--- src/rtl/pc_redirect_ctrl.sv ---
// Fetch-side PC generator with static not-taken prediction.
// EX-stage redirects reload the PC and flush IF/ID and ID/EX.
// A misaligned redirect target parks the block in HALT until reset.
// Saturating counters record resolved control-flow ops and taken redirects.
module pc_redirect_ctrl #(
    parameter logic [31:0] RESET_PC = 32'h0000_0000,
    parameter int unsigned CNT_W    = 16
) (
    input  logic             i_clk,
    input  logic             i_reset,
    input  logic             i_stall,
    input  logic             i_redirect,
    input  logic             i_ctrl,
    input  logic [31:0]      i_target,
    output logic [31:0]      o_pc,
    output logic [31:0]      o_pc_four,
    output logic             o_fetch_valid,
    output logic             o_flush_ifid,
    output logic             o_flush_idex,
    output logic             o_misalign,
    output logic [CNT_W-1:0] o_ctrl_cnt,
    output logic [CNT_W-1:0] o_redir_cnt
);

    localparam logic [0:0]       ST_RUN  = 1'b0;
    localparam logic [0:0]       ST_HALT = 1'b1;
    localparam logic [31:0]      PC_STEP = 32'd4;
    localparam logic [CNT_W-1:0] CNT_MAX = {CNT_W{1'b1}};
    localparam logic [CNT_W-1:0] CNT_ONE = CNT_W'(1);

    logic [0:0]       state_q, state_d;
    logic [31:0]      pc_q, pc_d;
    logic [CNT_W-1:0] ctrl_cnt_q, ctrl_cnt_d;
    logic [CNT_W-1:0] redir_cnt_q, redir_cnt_d;
    logic             target_misaligned;

    assign target_misaligned = (i_target[1:0] != 2'b00);

    // State, PC and counter registers; reset discards any pending redirect.
    always_ff @(posedge i_clk) begin
        if (i_reset) begin
            state_q     <= ST_RUN;
            pc_q        <= RESET_PC;
            ctrl_cnt_q  <= '0;
            redir_cnt_q <= '0;
        end else begin
            state_q     <= state_d;
            pc_q        <= pc_d;
            ctrl_cnt_q  <= ctrl_cnt_d;
            redir_cnt_q <= redir_cnt_d;
        end
    end

    // Next-state, next-PC, counter update and flush/valid generation.
    always_comb begin
        state_d       = state_q;
        pc_d          = pc_q;
        ctrl_cnt_d    = ctrl_cnt_q;
        redir_cnt_d   = redir_cnt_q;
        o_fetch_valid = 1'b0;
        o_flush_ifid  = 1'b0;
        o_flush_idex  = 1'b0;

        case (state_q)
            ST_RUN: begin
                o_fetch_valid = 1'b1;
                o_flush_ifid  = i_redirect;
                o_flush_idex  = i_redirect;

                // Redirect beats a same-cycle stall: the EX op is older.
                if (i_redirect && target_misaligned) begin
                    state_d = ST_HALT;
                end else if (i_redirect) begin
                    pc_d = {i_target[31:2], 2'b00};
                end else if (!i_stall) begin
                    pc_d = pc_q + PC_STEP;
                end

                if (i_ctrl && (ctrl_cnt_q != CNT_MAX)) begin
                    ctrl_cnt_d = ctrl_cnt_q + CNT_ONE;
                end
                if (i_redirect && (redir_cnt_q != CNT_MAX)) begin
                    redir_cnt_d = redir_cnt_q + CNT_ONE;
                end
            end
            ST_HALT: begin
                // Keep younger instructions from retiring while parked.
                o_flush_ifid = 1'b1;
                o_flush_idex = 1'b1;
            end
        endcase

        if (i_reset) begin
            o_fetch_valid = 1'b0;
            o_flush_ifid  = 1'b0;
            o_flush_idex  = 1'b0;
        end
    end

    assign o_pc        = pc_q;
    assign o_pc_four   = pc_q + PC_STEP;
    assign o_misalign  = (state_q == ST_HALT);
    assign o_ctrl_cnt  = ctrl_cnt_q;
    assign o_redir_cnt = redir_cnt_q;

`ifndef SYNTHESIS
    // A redirect must always come from a branch or jump in EX.
    always @(posedge i_clk) begin
        if (!i_reset) begin
            assert (!(i_redirect && !i_ctrl))
                else $error("pc_redirect_ctrl: redirect without control-flow op");
        end
    end
`endif

endmodule

--- config.mk ---
export PLATFORM = sky130hd
export DESIGN_NAME = pc_redirect_ctrl
export DESIGN_NICKNAME = d
export VERILOG_FILES = /design/src/rtl/pc_redirect_ctrl.sv
export SDC_FILE = /design/constraint.sdc
export NUM_CORES = 1
export LEC_CHECK = 0
export ABC_AREA = 1
export BUFFER_PORTS_ARGS = -buffer_cell sky130_fd_sc_hd__clkbuf_2
export CAP_MARGIN = 20
export CORE_MARGIN = 8
export CORE_UTILIZATION = 45
export DETAILED_ROUTE_END_ITERATION = 7
export PLACE_DENSITY = 0.77
export RECOVER_POWER = 50
export SYNTH_ARGS = -nofsm -noshare
export SYNTH_HDL_FRONTEND = slang
export SYNTH_SLANG_ARGS = --single-unit
--- constraint.sdc ---
create_clock -name i_clk -period 1.7 [get_ports i_clk]
set_clock_uncertainty 0.05 [all_clocks]
set_input_delay 0.17 -clock i_clk [delete_from_list [all_inputs] [get_ports i_clk]]
set_output_delay 0.17 -clock i_clk [all_outputs]
set_load 0.02 [all_outputs]
Word-level counts from Yosys, hierarchy flattened
Cells that the tools add are included.

word-level totals
  register bits = 65
  output and inout port bits = 100
  word-level logic and storage cells = 27
  bits of input ports = 37

cells by class
  multiplexer cells = 8
  equality and inequality tests = 3
  reductions and logical operators = 7
  bitwise gates (word level) = 2
  add/sub/neg operators = 3

operator list
  operator                                                                  number
  32-bit 2-to-1 mux                                                         2
  16-bit by 1-bit adder with 16-bit output (second input constant)          2
  32-bit by 3-bit adder with 32-bit output (second input constant)          1
  16-bit inequality test (second input constant)                            2
  1-bit 2-to-1 mux                                                          5
  2-bit AND reduction                                                       2
  1-bit logical AND                                                         3
  3-bit AND reduction                                                       1
  2-bit by 1-bit inequality test with 1-bit output (second input constant)  1
  1-bit NOT                                                                 2
  1-bit case mux with 2 select lines                                        1
  2-bit nonzero test                                                        1

Logic depth before layout (Yosys ltp)
Gate-level depths: netlist (run 1).

  depth in word-level cells = 4
  gate-level depth with buffers = 10
  depth with buffers taken out = 10

Worst setup path before layout (run 1)
Ideal clock, no wire load.

  kind = flip-flop to flip-flop
  start point = register pc_q[3] (netlist: o_pc[3])
  end point = register pc_q[12] (netlist: o_pc[12])
  cell stages (with the launch flop) = 9
  arrival = 1.782 ns
  slack = -0.202 ns
  data required time = 1.580 ns
  path through = dfxtp_1 -> ha_1 -> nand2_1 -> nor2_4 -> nand2_2 -> nor2_4 -> xor2_1 -> nand2_1 -> a21oi_1

between the ends
  longest elaborated chain between the ends = 3

ends and longest elaborated chain
  item                                      line  text
  from (decl)                               32    logic [31:0] pc_q, pc_d;
  from (signal assigned)                    48    pc_q <= pc_d;
  32-bit by 3-bit adder with 32-bit output  -
  net o_pc_four[12]                         16    output logic [31:0] o_pc_four,
  32-bit 2-to-1 mux                         75    end else if (!i_stall) begin
  32-bit 2-to-1 mux                         73    end else if (i_redirect) begin

The timed path passes the listed nets, and every way through them passes these cells. The select of a mux whose other input is x is not followed.
A chain may end at the register's enable or synchronous reset.

Final worst setup path (run 1)
  start point = register pc_q[2] (netlist: o_pc[2])
  end point = output o_pc_four[17]

between the ends
  longest elaborated chain between the ends = 1

ends and longest elaborated chain
  item                                      line  text
  32-bit by 3-bit adder with 32-bit output  101   assign o_pc_four = pc_q + PC_STEP;
  to (decl)                                 16

No other way between the ends.

==> out/qor.txt, run 1 <==
nets@finish -> 882
dominant synthesized flop cell -> dfxtp_1
die height -> 113 um
WL/cell -> 15.3 um
crit path cell chain -> buf_6 > inv_4 > nor2_4 > nand2_4 > nor2_4 > buf_6 > xor2_4 > buf_8
number of synthesized flops with an enable pin -> 0
Synth Register Bits -> 63
Leak -> 0.00264 uW
Seq/Total Area, Yosys -> 0.300
RSZ-0062 raised after global routing -> true
# clock sinks -> 63
initial DRC count -> 382
crit path time final -> 2.09 ns
Ports -> 137
CP Depth -> 8
DR vias/cell -> 5.26
Row Count -> 35
Critical Path AT -> 1.87 ns
ys async rst share -> 0
outcome -> finished with violations
first-pass GRT wire length -> 23.1 mm
H-tree levels -> 3
ratio of cells with drive above 1 in the final layout -> 0.383
Critical Path Fanout Max -> 4
CP delay by family, top -> simple AND/OR/NAND/NOR gates
crit path capture type -> output pin
Post-Syn Instances -> 654
Slowest cell on crit path -> dfxtp_4
RR Endpoint -> o_pc[14]
Clk pwr share -> 0.344
Logic pwr share -> 0.273
worst skew pair latency -> 0.34 ns
max_cap viols -> 0
Cell variety after synth -> 33
hold buffers post-CTS -> 0
VDD IR max -> 0.000462 V
CTS max path bufs -> 2
Core ar. -> 9150 sq um
final hold viol count -> 0
antenna violations before repair -> 0
critical path type -> register to output pin
Final ANT Viol Nets -> 0
Clk Tree Root Cell -> clkbuf_8
worst r2r src -> o_pc[2]
die width -> 113 um
total power -> 4340 uW
post-route DRC violation count -> 0
Hold WS -> 0.0221 ns
Num CTS Buffers -> 9
failing checks -> setup timing
Die ar. -> 12700 sq um
final worst slack -> -0.393 ns
depth of the worst register-to-register path -> 9
R2R setup slack -> -0.03 ns
fillcell total -> 744
synthesized area -> 4210 sq um
CTS tree -> yes
via count -> 5035
Pwr Density -> 695 nW/um^2
DRT Pass-1 Iters -> 5
Syn Area/Cell -> 6.43 sq um
Port Buf Inserts -> 132
Clk pin slew, worst setup/hold paths -> 0.08 ns
pin count of the biggest net entering global routing -> 37
Setup crit start kind -> register
min-delay worst type -> primary input to register
number of global-route vias before repair -> 4968
GPL Wtd Cong -> 0.957
final slew viol count -> 0
gr usage total -> 0.217
P_sw -> 1460 uW
Pint -> 2890 uW
Period Utilization, post-route -> 1.23
Worst Setup SP -> o_pc[2]
Seq pwr share -> 0.382
fmax -> 0.478 GHz
post-DP HPWL -> 10.3 mm
drt total wl -> 14.7 mm
WP data required -> 1.48 ns
final setup fails -> 29
Critical Path End -> o_pc_four[17]
Area Growth Syn to Fin -> 48.6%
Worst Hold Depth -> 3
Net Sw Frac -> 0.336
Worst Path Buf+Inv -> 4
Yosys Warn Count -> 0
diode count -> 0
grt ovf -> 0
CP max stage delay -> 0.38 ns
Initial Util -> 0.460
final cells by class:
| cell class | instances | area, sq um | share of cell area |
|---|---|---|---|
| clock buffer | 9 | 124 | 0.0198 |
| clock inverter | 7 | 97.6 | 0.0156 |
| inverter | 51 | 196 | 0.0314 |
| multi-input combinational | 516 | 2980 | 0.476 |
| sequential | 63 | 1300 | 0.208 |
| tap | 111 | 139 | 0.0222 |
| timing repair buffer | 201 | 1420 | 0.227 |
layout by cell type, fill, tap and decap left out, drive strengths merged, types with 5 or more instances in the layout:
master,instances
a21oi,83
and2,8
buf,88
clkbuf,122
dfxtp,63
inv,51
nand2,203
nand3,39
nand4,9
nor2,87
nor3,5
o21ai,37
xnor2,12
xor2,20
worst min path at each step:
stage	startpoint	to
finish	i_target[4]	o_pc[4]
global route	i_target[4]	o_pc[4]
CTS	i_target[4]	o_pc[4]
detailed placement	i_target[4]	o_pc[4]
global placement	i_target[4]	o_pc[4]
floorplan	i_target[3]	o_pc[3]
layer usage:
metal,GRT usage,share of wire,vias up
met3,0.0676,0.094,24
met4,0.0791,0.016,0
li1,-,-,2463
met2,0.373,0.50,221
met5,0,0,-
met1,0.245,0.39,2327
synthesized netlist by cell type (all sizes together), types with 9 or more instances:
master    n  area, sq um
a21oi    83          453
buf      11         93.8
clkbuf   17         65.1
dfxtp    63         1260
inv      51          191
nand2   202          791
nand3    39          208
nand4     9         56.3
nor2     87          417
o21ai    37          185
xnor2    12          105
xor2     20          205
kinds of logic after synthesis:
group / share of synthesized area
AND/OR/NAND/NOR: 0.379
buffers and inverters: 0.0833
other: 0.000891
AO/OA/AOI/OAI: 0.155
adder cells (fa/ha/maj): 0.00892
flip-flops: 0.300
XOR/XNOR: 0.0738
per-stage QoR:
| stage | TNS [ns] | util | area (sq um) | setup WS, ns | instances |
|---|---|---|---|---|---|
| 4_1_cts | -6.84 | 0.642 | 5880 | -0.329 | 944 |
| 2_1_floorplan | 0 | - | 4260 | 0.00209 | 657 |
| 5_1_grt | -9.09 | 0.683 | 6250 | -0.430 | 958 |
| 6_report | -7.25 | 0.683 | 6250 | -0.393 | 958 |
| 3_5_place_dp | -0.0538 | 0.579 | 5300 | -0.0230 | 923 |
| 3_3_place_gp | 0 | 0.579 | 5300 | 0.0176 | 923 |
worst register-to-register path: cells and delay by family, from the launching register on:
family	cells	cell delay, ns
compound gates	1	0.12
xor+xnor	1	0.25
fa+ha+maj	1	0.14
buf+inv	1	0.15
flops	1	0.38
simple gates	5	0.56
power by group through the flow:
stage | clock [uW] | combinational (uW) | sequential, uW
finish | 1500 | 1190 | 1660
global route | 1590 | 1270 | 1670
CTS | 1520 | 1080 | 1640
detailed placement | 0 | 972 | 1670
global placement | 0 | 957 | 1670
floorplan | 0 | 463 | 1790
flip-flops by register name (all words and copies together), names as in the netlist:
| signal | count |
|---|---|
| o_redir_cnt | 16 |
| o_ctrl_cnt | 16 |
| o_misalign | 1 |
| o_pc | 30 |
repair_timing:
action | in CTS | in global routing
setup buffers | 5 | 15
cloned | 0 | 1
pin swaps | 20 | 41
endpoints found under the setup margin | 26 | 60
gates resized for setup | 77 | 92
(Power assumes the default switching activity.)
==> run 2, diff against run 1 <==
CORE_UTILIZATION = 52   (was 45)
PLACE_DENSITY = 0.87   (was 0.77)
==> run 2 against run 1 <==
- sequential cell count unchanged
- fmax decreased by 5.5%
- largest power group unchanged
- the flow still finishes with violations (setup timing)
- setup slack got worse by 0.12 ns
==> out/qor.txt, run 2 (synthesis results as in run 1) <==
# clock sinks -> 63
pin count of the biggest net entering global routing -> 32
Clk Tree Root Cell -> clkbuf_8
Ports -> 137
Area Growth Syn to Fin -> 50.6%
most frequent cells in the layout -> nand2_1, clkbuf_2, a21oi_1
post-DP HPWL -> 10.4 mm
Initial Util -> 0.525
H-tree levels -> 3
Num CTS Buffers -> 9
Port Buf Inserts -> 132
area of the multi-input gates -> 3020 sq um
depth of the worst register-to-register path -> 13
Worst Hold Launch -> i_target[4]
Critical Path Fanout Max -> 4
Net Sw Frac -> 0.345
max reg flops -> 30
WP data required -> 1.48 ns
Die ar. -> 11200 sq um
CP delay by family, top -> simple AND/OR/NAND/NOR gates
CP max stage delay -> 0.37 ns
Pwr Density -> 683 nW/um^2
gr busiest metal -> met2
critical path type -> register to output pin
WL/cell -> 18.2 um
Critical Path AT -> 1.99 ns
post-route DRC violation count -> 0
RSZ-0062 raised after global routing -> true
RR Endpoint -> o_pc[29]
Slowest cell on crit path -> dfxtp_4
VDD IR max -> 0.000554 V
number of global-route vias before repair -> 5430
Core ar. -> 8010 sq um
P_sw -> 1490 uW
max_cap viols -> 0
final hold viol count -> 0
commonest non-fill, non-tap cell in the layout -> nand2_1
worst r2r src -> o_pc[2]
gr usage total -> 0.267
Period Utilization, post-route -> 1.30
Hold WS -> 0.0154 ns
antenna violations before repair -> 0
crit path capture type -> output pin
crit path time final -> 2.21 ns
CTS max path bufs -> 2
fillcell total -> 508
die width -> 106 um
final setup fails -> 38
via count -> 5501
Final ANT Viol Nets -> 0
grt ovf -> 0
Clk pin slew, worst setup/hold paths -> 0.08 ns
CTS tree -> yes
Setup crit start kind -> register
die height -> 106 um
Leak -> 0.00271 uW
nets@finish -> 887
Worst Path Buf+Inv -> 6
DP Cell Count -> 908
min-delay worst type -> primary input to register
met3 GRT Util -> 0.0792
diode count -> 0
ratio of cells with drive above 1 in the final layout -> 0.407
drt total wl -> 17.4 mm
FF+latch area -> 1300 sq um
grt met1 use -> 0.302
failing checks -> setup timing
initial DRC count -> 463
Row Count -> 33
Seq pwr share -> 0.387
worst skew pair latency -> 0.35 ns
fmax -> 0.452 GHz
final worst slack -> -0.514 ns
Finished Layout Cells -> 956
hold path endpoint -> o_pc[4]
R2R setup slack -> -0.23 ns
M2 GR Usage -> 0.461
GPL Wtd Cong -> 0.923
Pint -> 2840 uW
outcome -> finished with violations
total power -> 4330 uW
DRT Pass-1 Iters -> 6
final slew viol count -> 0
Worst Hold Depth -> 3
first-pass GRT wire length -> 25.3 mm
crit path cell chain -> buf_6 > inv_4 > nor2_4 > buf_4 > buf_6 > inv_2 > nor2_4 > nand2_1 > nand2_1 > nand2_2 > buf_8
Logic pwr share -> 0.296
DR vias/cell -> 5.75
Clk pwr share -> 0.316
[run 2: repair_timing]
item                       CTS  global route
hold buffers                 0             0
gates cloned                 0             1
resized for setup           98           102
pin swaps                   26            54
setup endpoints to repair   29            65
setup buffers               14            27
[run 2: worst register-to-register path, cell delays in order (launching register included)]
cell,delay [ns]
dfxtp_4,0.37
buf_6,0.11
inv_4,0.04
nor2_4,0.20
buf_4,0.16
buf_6,0.08
inv_2,0.03
nor2_4,0.13
nand2_1,0.11
nand2_1,0.15
nand2_2,0.12
buf_4,0.15
nand2_1,0.05
a21oi_1,0.06
[run 2: cell type report]
| class | instances | share of cell area |
|---|---|---|
| inverters | 51 | 0.0314 |
| well taps | 105 | 0.0207 |
| repair buffers | 206 | 0.235 |
| clock buffers | 12 | 0.0245 |
| multi-input cells | 516 | 0.477 |
| clock inverters | 3 | 0.00671 |
| flip-flops and latches | 63 | 0.205 |
[run 2: how the worst max path moves through the flow]
stage,from,end,cells past startpoint
after floorplan,o_pc[2],o_pc[14],8
after global placement,o_pc[2],o_pc_four[26],9
after detailed placement,o_pc[3],o_pc_four[24],8
after CTS,o_pc[3],o_pc_four[28],9
after global routing,o_pc[2],o_pc_four[29],11
final,o_pc[2],o_pc_four[29],11
[run 2: layer usage]
layer,routed length (um),up-vias
met2,8580,354
met3,1740,90
met4,723,0
li1,-,2476
met1,6310,2581
met5,0,-
[run 2: power groups by stage]
stage	logic (uW)	clock network [uW]	registers, uW
after floorplan	463	0	1790
after global placement	925	0	1670
after detailed placement	945	0	1670
after CTS	1090	1370	1660
after global routing	1350	1450	1680
final	1280	1370	1680
[run 2: per-stage QoR]
step	setup WS, ns	cell area, sq um	util	setup TNS (ns)
after floorplan	0.00209	4260	-	0
after global placement	0.00601	5210	0.650	0
after detailed placement	-0.0306	5210	0.650	-0.0625
after CTS	-0.324	5900	0.737	-6.80
after global routing	-0.614	6340	0.791	-12.22
final	-0.514	6340	0.791	-9.35
